### src/rtl/port_tx.sv
// port_tx: transmit side of the in_port/ready_in handshake.
// Bytes pushed by a producer are queued in a small FIFO. Each byte is driven
// onto in_port, held stable through a setup window, then a ready_in high pulse,
// then a low gap, so the receiver sees exactly one rising edge per byte.
// Optional feature macro: PORT_TX_ACK_EN adds ack_in. When it is defined, the
// ready_in pulse is stretched until the receiver acknowledges.
module port_tx #(
  parameter int BUS_WIDTH    = 8,
  parameter int FIFO_DEPTH   = 4,
  parameter int SETUP_CYCLES = 2,
  parameter int HOLD_CYCLES  = 4,
  parameter int GAP_CYCLES   = 2
) (
  input  logic                               clk,
  input  logic                               reset,
  input  logic [BUS_WIDTH-1:0]               wr_data,
  input  logic                               wr_valid,
  output logic                               wr_ready,
  output logic [BUS_WIDTH-1:0]               in_port,
  output logic                               ready_in,
  output logic                               busy,
  output logic [$clog2(FIFO_DEPTH+1)-1:0]    count
`ifdef PORT_TX_ACK_EN
  ,
  input  logic                               ack_in
`endif
);

  localparam int PTR_W   = $clog2(FIFO_DEPTH);
  localparam int OCC_W   = $clog2(FIFO_DEPTH+1);
  localparam int CNT_MAX = (SETUP_CYCLES > HOLD_CYCLES) ?
                           ((SETUP_CYCLES > GAP_CYCLES) ? SETUP_CYCLES : GAP_CYCLES) :
                           ((HOLD_CYCLES > GAP_CYCLES) ? HOLD_CYCLES : GAP_CYCLES);
  localparam int CNT_W   = (CNT_MAX > 1) ? $clog2(CNT_MAX) : 1;

  typedef enum logic [1:0] {IDLE, SETUP, HOLD, GAP} state_t;

  state_t                 state_q, state_d;
  logic [CNT_W-1:0]       cnt_q, cnt_d;
  logic                   ready_d;
  logic                   pop;
  logic                   push;
  logic                   hold_done;

  logic [BUS_WIDTH-1:0]   mem [FIFO_DEPTH];
  logic [PTR_W-1:0]       wr_ptr, rd_ptr;

  assign wr_ready = (count != OCC_W'(FIFO_DEPTH));
  assign push     = wr_valid && wr_ready;
  assign busy     = (state_q != IDLE) || (count != '0);

`ifdef PORT_TX_ACK_EN
  // The pulse ends only once the minimum width has elapsed and the receiver acknowledges.
  assign hold_done = (cnt_q == '0) && ack_in;
`else
  assign hold_done = (cnt_q == '0);
`endif

  // Queue storage; data only, no reset needed.
  always_ff @(posedge clk) begin
    if (push) mem[wr_ptr] <= wr_data;
  end

  // Queue pointers and occupancy; pointers wrap naturally since depth is a power of 2.
  always_ff @(posedge clk or posedge reset) begin
    if (reset) begin
      wr_ptr <= '0;
      rd_ptr <= '0;
      count  <= '0;
    end else begin
      if (push) wr_ptr <= wr_ptr + PTR_W'(1);
      if (pop)  rd_ptr <= rd_ptr + PTR_W'(1);
      case ({push, pop})
        2'b10:   count <= count + OCC_W'(1);
        2'b01:   count <= count - OCC_W'(1);
        default: count <= count;
      endcase
    end
  end

  // Handshake state, shared down-counter, registered strobe and data outputs.
  always_ff @(posedge clk or posedge reset) begin
    if (reset) begin
      state_q  <= IDLE;
      cnt_q    <= '0;
      ready_in <= 1'b0;
      in_port  <= '0;
    end else begin
      state_q  <= state_d;
      cnt_q    <= cnt_d;
      ready_in <= ready_d;
      if (pop) in_port <= mem[rd_ptr];
    end
  end

  // Next-state logic: IDLE loads a byte, then SETUP / HOLD / GAP count down.
  always_comb begin
    state_d = state_q;
    cnt_d   = cnt_q;
    ready_d = ready_in;
    pop     = 1'b0;
    case (state_q)
      IDLE: begin
        ready_d = 1'b0;
        if (count != '0) begin
          pop     = 1'b1;
          cnt_d   = CNT_W'(SETUP_CYCLES - 1);
          state_d = SETUP;
        end
      end
      SETUP: begin
        if (cnt_q == '0) begin
          ready_d = 1'b1;
          cnt_d   = CNT_W'(HOLD_CYCLES - 1);
          state_d = HOLD;
        end else begin
          cnt_d = cnt_q - CNT_W'(1);
        end
      end
      HOLD: begin
        if (hold_done) begin
          ready_d = 1'b0;
          cnt_d   = CNT_W'(GAP_CYCLES - 1);
          state_d = GAP;
        end else if (cnt_q != '0) begin
          cnt_d = cnt_q - CNT_W'(1);
        end
      end
      GAP: begin
        if (cnt_q == '0) begin
          state_d = IDLE;
        end else begin
          cnt_d = cnt_q - CNT_W'(1);
        end
      end
      default: begin
        state_d = IDLE;
        ready_d = 1'b0;
      end
    endcase
  end

endmodule

### config.mk
export PLATFORM = sky130hd
export DESIGN_NAME = port_tx
export DESIGN_NICKNAME = d
export VERILOG_FILES = /design/src/rtl/port_tx.sv
export SDC_FILE = /design/constraint.sdc
export NUM_CORES = 1
export LEC_CHECK = 0
export ABC_AREA = 1
export CAP_MARGIN = 0
export CORE_ASPECT_RATIO = 0.9
export CORE_UTILIZATION = 55
export CTS_CLUSTER_DIAMETER = 40
export DETAILED_ROUTE_END_ITERATION = 8
export PLACE_DENSITY = 0.77
export SKIP_LAST_GASP = 1
export SLEW_MARGIN = 20
export SYNTH_ARGS = -nofsm -noshare
export SYNTH_HDL_FRONTEND = slang
export SYNTH_SLANG_ARGS = --single-unit
### constraint.sdc
create_clock -name clk -period 2.7 [get_ports clk]
set_clock_uncertainty 0.1 [all_clocks]
set_input_delay 0.27 -clock clk [delete_from_list [all_inputs] [get_ports clk]]
set_output_delay 0.27 -clock clk [all_outputs]
set_load 0.02 [all_outputs]
## Word level (Yosys, flattened, before mapping)

Memory sizes are Yosys's and may differ from the RTL's. A register that Yosys moved wholly into a read port is not among the register bits.
Index checks and enable logic that the tools add are counted.

| cells by class | value |
|---|---|
| eq/ne operators | 12 |
| reductions and logical operators | 12 |
| mux-type cells | 18 |
| add/subtract/negate cells | 5 |

Operators by type and width:

| kind | number |
|---|---|
| 2-to-1 mux 2 bit | 8 |
| case mux 2 bit (4 select lines) | 2 |
| inequality test 2 bit, second input constant | 5 |
| equality test 2 bit, second input constant | 3 |
| 2-to-1 mux 1 bit | 6 |
| inequality test 3 bit, second input constant | 2 |
| case mux 3 bit (2 select lines) | 1 |
| AND reduction 3 bit | 2 |
| nonzero test 2 bit | 3 |
| nonzero test 3 bit | 2 |
| adder 2 x 1 -> 2 bit, second input constant | 2 |
| equality test 2 x 1 -> 1 bit, second input constant | 2 |
| zero test 2 bit | 2 |
| AND reduction 4 bit | 1 |
| adder 3 x 1 -> 3 bit, second input constant | 1 |
| case mux 1 bit (3 select lines) | 1 |
| subtractor 3 x 1 -> 3 bit, second input constant | 1 |
| subtractor 2 x 1 -> 2 bit, second input constant | 1 |
| logical AND 1 bit | 1 |
| logical OR 1 bit | 1 |

| word-level totals | value |
|---|---|
| memories kept | 1 |
| output and inout bits | 14 |
| input port bits | 11 |
| memory bits (writable) | 32 |
| word-level logic and storage cells | 54 |
| bits in registers | 12 |

Memories:

| name | words | bits a word | read ports | clocked after memory_dff | write ports | RTL line | text |
|---|---|---|---|---|---|---|---|
| mem | 4 | 8 | 1 | 1 | 1 | 45 | `logic [BUS_WIDTH-1:0] mem [FIFO_DEPTH];` |

## Depth between registers and ports, before layout

| depth | value |
|---|---|
| depth in word-level cells | 5 |
| gate-level depth with buffers | 11 |
| gate-level depth less buffers | 11 |

## Worst setup path after synthesis

No wires, ideal clock.

| timing | value |
|---|---|
| path kind | reg-to-reg |
| start point | register count[0] |
| end point | register count[2] |
| data arrival time | 1.874 ns |
| clock period less this slack | 2.097 ns |
| setup slack | 0.603 ns |
| stages on the path, launching flop included | 10 |
| cell sequence | dfrtp_1 > nor2_2 > nand2_1 > nand2_2 > ha_1 > inv_1 > fa_1 > nand2_1 > nand3b_1 > xor2_1 |

| between the ends | value |
|---|---|
| elaborated cells between the ends (all ways) | 11 |
| classes of those cells | add/sub: 2; eq/ne: 3; mux: 3; reduce/logical: 3 |

RTL lines:

| what | RTL line | text |
|---|---|---|
| from (decl) | 22 | `output logic [$clog2(FIFO_DEPTH+1)-1:0] count` |
| from (signal assigned) | 74 | `2'b10: count <= count + OCC_W'(1);` |
| from (signal assigned) | 75 | `2'b01: count <= count - OCC_W'(1);` |
| from (signal assigned) | 76 | `default: count <= count;` |
| inequality test 3 bit (*) | 48 | `assign wr_ready = (count != OCC_W'(FIFO_DEPTH));` |
| via wr_ready | 18 | `output logic wr_ready,` |
| logical AND 1 bit (*) | 49 | `assign push = wr_valid && wr_ready;` |
| equality test 2 x 1 -> 1 bit or equality test 2 bit (tied branches) | 73 | `case ({push, pop})` |
| case mux 3 bit (2 select lines) or nonzero test 2 bit (tied branches) | - |  |

The timed path passes the listed nets; every way through them passes the cells marked *.
A chain may end at the register's enable or synchronous reset.

## Worst setup path in the final report

| timing | value |
|---|---|
| start point | register state_q[0] |
| end point | output port busy |

| between the ends | value |
|---|---|
| longest elaborated chain between the ends | 2 |

RTL lines:

| what | RTL line | text |
|---|---|---|
| from (decl) | 38 | `state_t state_q, state_d;` |
| from (signal assigned) | 89 | `state_q <= state_d;` |
| nonzero test 2 bit | 50 | `assign busy = (state_q != IDLE) \|\| (count != '0);` |
| logical OR 1 bit | 50 |  |
| to (decl) | 21 | `output logic busy,` |

Every way passes these cells.

==> flow_summary.yaml <==
worst_setup_path:
  crit_buf_inv: 2
  startpoint: "state_q[0]"
  cpPeakStageDelay_ns: 0.64
  cp-end-kind: "output pin"
  critical_path_class: "register to output pin"
  required_ns: 2.33
  critPathSlowestCell: "clkdlybuf4s50_1"
  r2r_cells: 10
  endpoint: "busy"
  timing.rr.start: "state_q[0]"
  worst-path-stages: 4
  path_max_fanout: 5
  critPathLaunchType: "register"
  crit_path_cell_trace: "inv_1 > ha_1 > nand3_1 > clkdlybuf4s50_1"
  worstPathArrival_ns: 1.89
  rrSetupSlack_ns: 0.51
  path_delay_family: "buffers and inverters"
  timing.rr.end: "count[2]"
synthesis:
  synthTopCellsByArea: "edfxtp_1 (39%), dfrtp_1 (20%), nand2_1 (13%)"
  ys_warn_count: 0
  synth-async-reset-ratio_pct: 38.5
  synth_cells: 263
  synth_cell_type_count: 22
  synth.cell_area_mm2: 0.00249
  synthesis.nets: 288
  yosysTopAreaCell: "edfxtp_1"
  yosysTopAreaCellShare_pct: 38.5
  ys_ff_latch: 52
  synth_ff_type: "edfxtp_1"
  postSynthAreaPerCell_um2: 9.48
  synth_edf_count: 32
  ys_seq_area_share_pct: 58.6
routing:
  num_vias: 1621
  drc: 0
  via_per_inst: 4.57
  wl_per_cell_um: 11.8
  first_iter_violations: 50
  drtAntennaViolNets: 0
  drt-total-wl_mm: 4.18
  drtPass1Iterations: 4
global_routing:
  antenna_found_initial: 0
  grt_pass1_vias: 1567
  grt_overflow: 0
  grt_max_degree: 21
  grt_usage_pct: 20.3
  grt_pass1_wl_mm: 7.09
timing:
  fin_tns_setup_ns: 0
  tightest_slew_ns: 0.775
  final.min_clock_period_ns: 2.26
  relSlewSlack_pct: 48.3
  setup_viol: 0
  slew_violations: 0
  fin_crit_sh_pct: 83.8
  hold_viol_final: 0
  rsz0062_at_grt: "false"
  max_clock_freq_mhz: 442
floorplanning:
  rows: 22
  initial_core_util_pct: 59.2
  die_h_um: 65.9
  coreArea_mm2: 0.00421
  io_pins: 25
  fp.dieW_um: 73.0
  dieArea_mm2: 0.00481
clock_tree:
  cts.clk_slew.worst_paths_ns: 0.10
  cts_setup_buffers: 0
  numCtsBuffers: 5
  clk_path_buf_depth: 2
  clock_latency_ns: 0.31
  hold_buffers: 0
  cts_tree: "yes"
  cts_root_buf: "clkbuf_8"
  cts_sinks: 52
  ctsResizeCount: 0
  h-tree-depth: 2
final_layout:
  area_growth_pct: 16.7
  nets: 319
  drive_gt1_share_pct: 7.12
  layout_commonest_cell: "nand2_1"
  antenna_cells: 0
  final_cell_mix: "nand2_1 (89), inv_1 (55), edfxtp_1 (32)"
  fill_cells: 310
hold_path:
  worstHoldPathType: "primary input to asynchronous set/reset pin"
power_and_ir_drop:
  irDropWorstVdd_uv: 666
  p_total_uw: 3290
  p_per_area_mw_per_mm2: 1130
  power.leakage_uw: 0.00143
placed_design:
  io_buffers: 24
  dp_hpwl_mm: 2.87
  gp_congestion: 0.823
flow_run:
  cap_violations: 0
run_status:
  outcome: "finished clean"
## worst min-delay path by stage
stage                 endpoint  slack (ns)  cells past startpoint       start
finish              in_port[6]        0.29                      2       reset
global route        state_q[1]        0.38                      2       reset
CTS                   count[1]        0.33                      2       reset
detailed placement  in_port[0]        0.37                      2  in_port[0]
global placement    in_port[1]        0.36                      2  in_port[1]
floorplan             cnt_q[0]        0.13                      1       reset
## cell usage after synthesis, drive strengths merged, types with 3 or more instances
master and count:
ha 13, nand2 93, inv 57, edfxtp 32
buf 5, dfrtp 20, o21ai 4, xor2 3
nand3 22, nor2 7
## routing by layer
metal / wire [um] / GRT usage [%]
met5: 0 / 0
met4: 64 / 7.60
met3: 104 / 3.66
met2: 2140 / 35.7
met1: 1870 / 24.9
## registers in the layout, indices dropped and copies added, names as in the netlist
name	flops
cnt_q	2
count	3
in_port	8
mem	32
rd_ptr	2
ready_in	1
state_q	2
wr_ptr	2
## area by class of cell
class | instances | area, um^2 | area share, %
clock inverters | 3 | 46.3 | 1.59
flip-flops and latches | 52 | 1460 | 50.2
multi-input cells | 148 | 762 | 26.2
clock buffers | 5 | 68.8 | 2.37
well taps | 60 | 75.1 | 2.58
repair buffers | 29 | 278 | 9.55
inverters | 58 | 218 | 7.48
## where the power goes
| group | internal (uW) | switching [uW] | leakage, uW |
|---|---|---|---|
| clock | 279 | 261 | 0.0000548 |
| combinational | 587 | 867 | 0.000836 |
| sequential | 1110 | 193 | 0.000535 |
| total | 1970 | 1320 | 0.00143 |
## logic make-up after synthesis
group                    share of synthesized area (%)
AO/OA/AOI/OAI                                     1.30
XOR/XNOR                                          1.41
AND/OR/NAND/NOR                                   20.5
buffers and inverters                             10.8
flip-flops                                        58.6
adder cells (fa/ha/maj)                           7.33
## metrics by stage
step	worst slack (ns)	cell area, um^2	instances	util (%)	hold WS (ns)
finish	0.438	2910	355	69.1	0.294
global route	0.288	2910	355	69.1	0.382
CTS	0.436	2910	355	69.1	0.326
detailed placement	0.531	2790	347	66.3	0.369
global placement	0.619	2790	347	66.3	0.365
floorplan	0.603	2490	263	-	0.134
No activity file was read; power rests on OpenSTA's default activity.
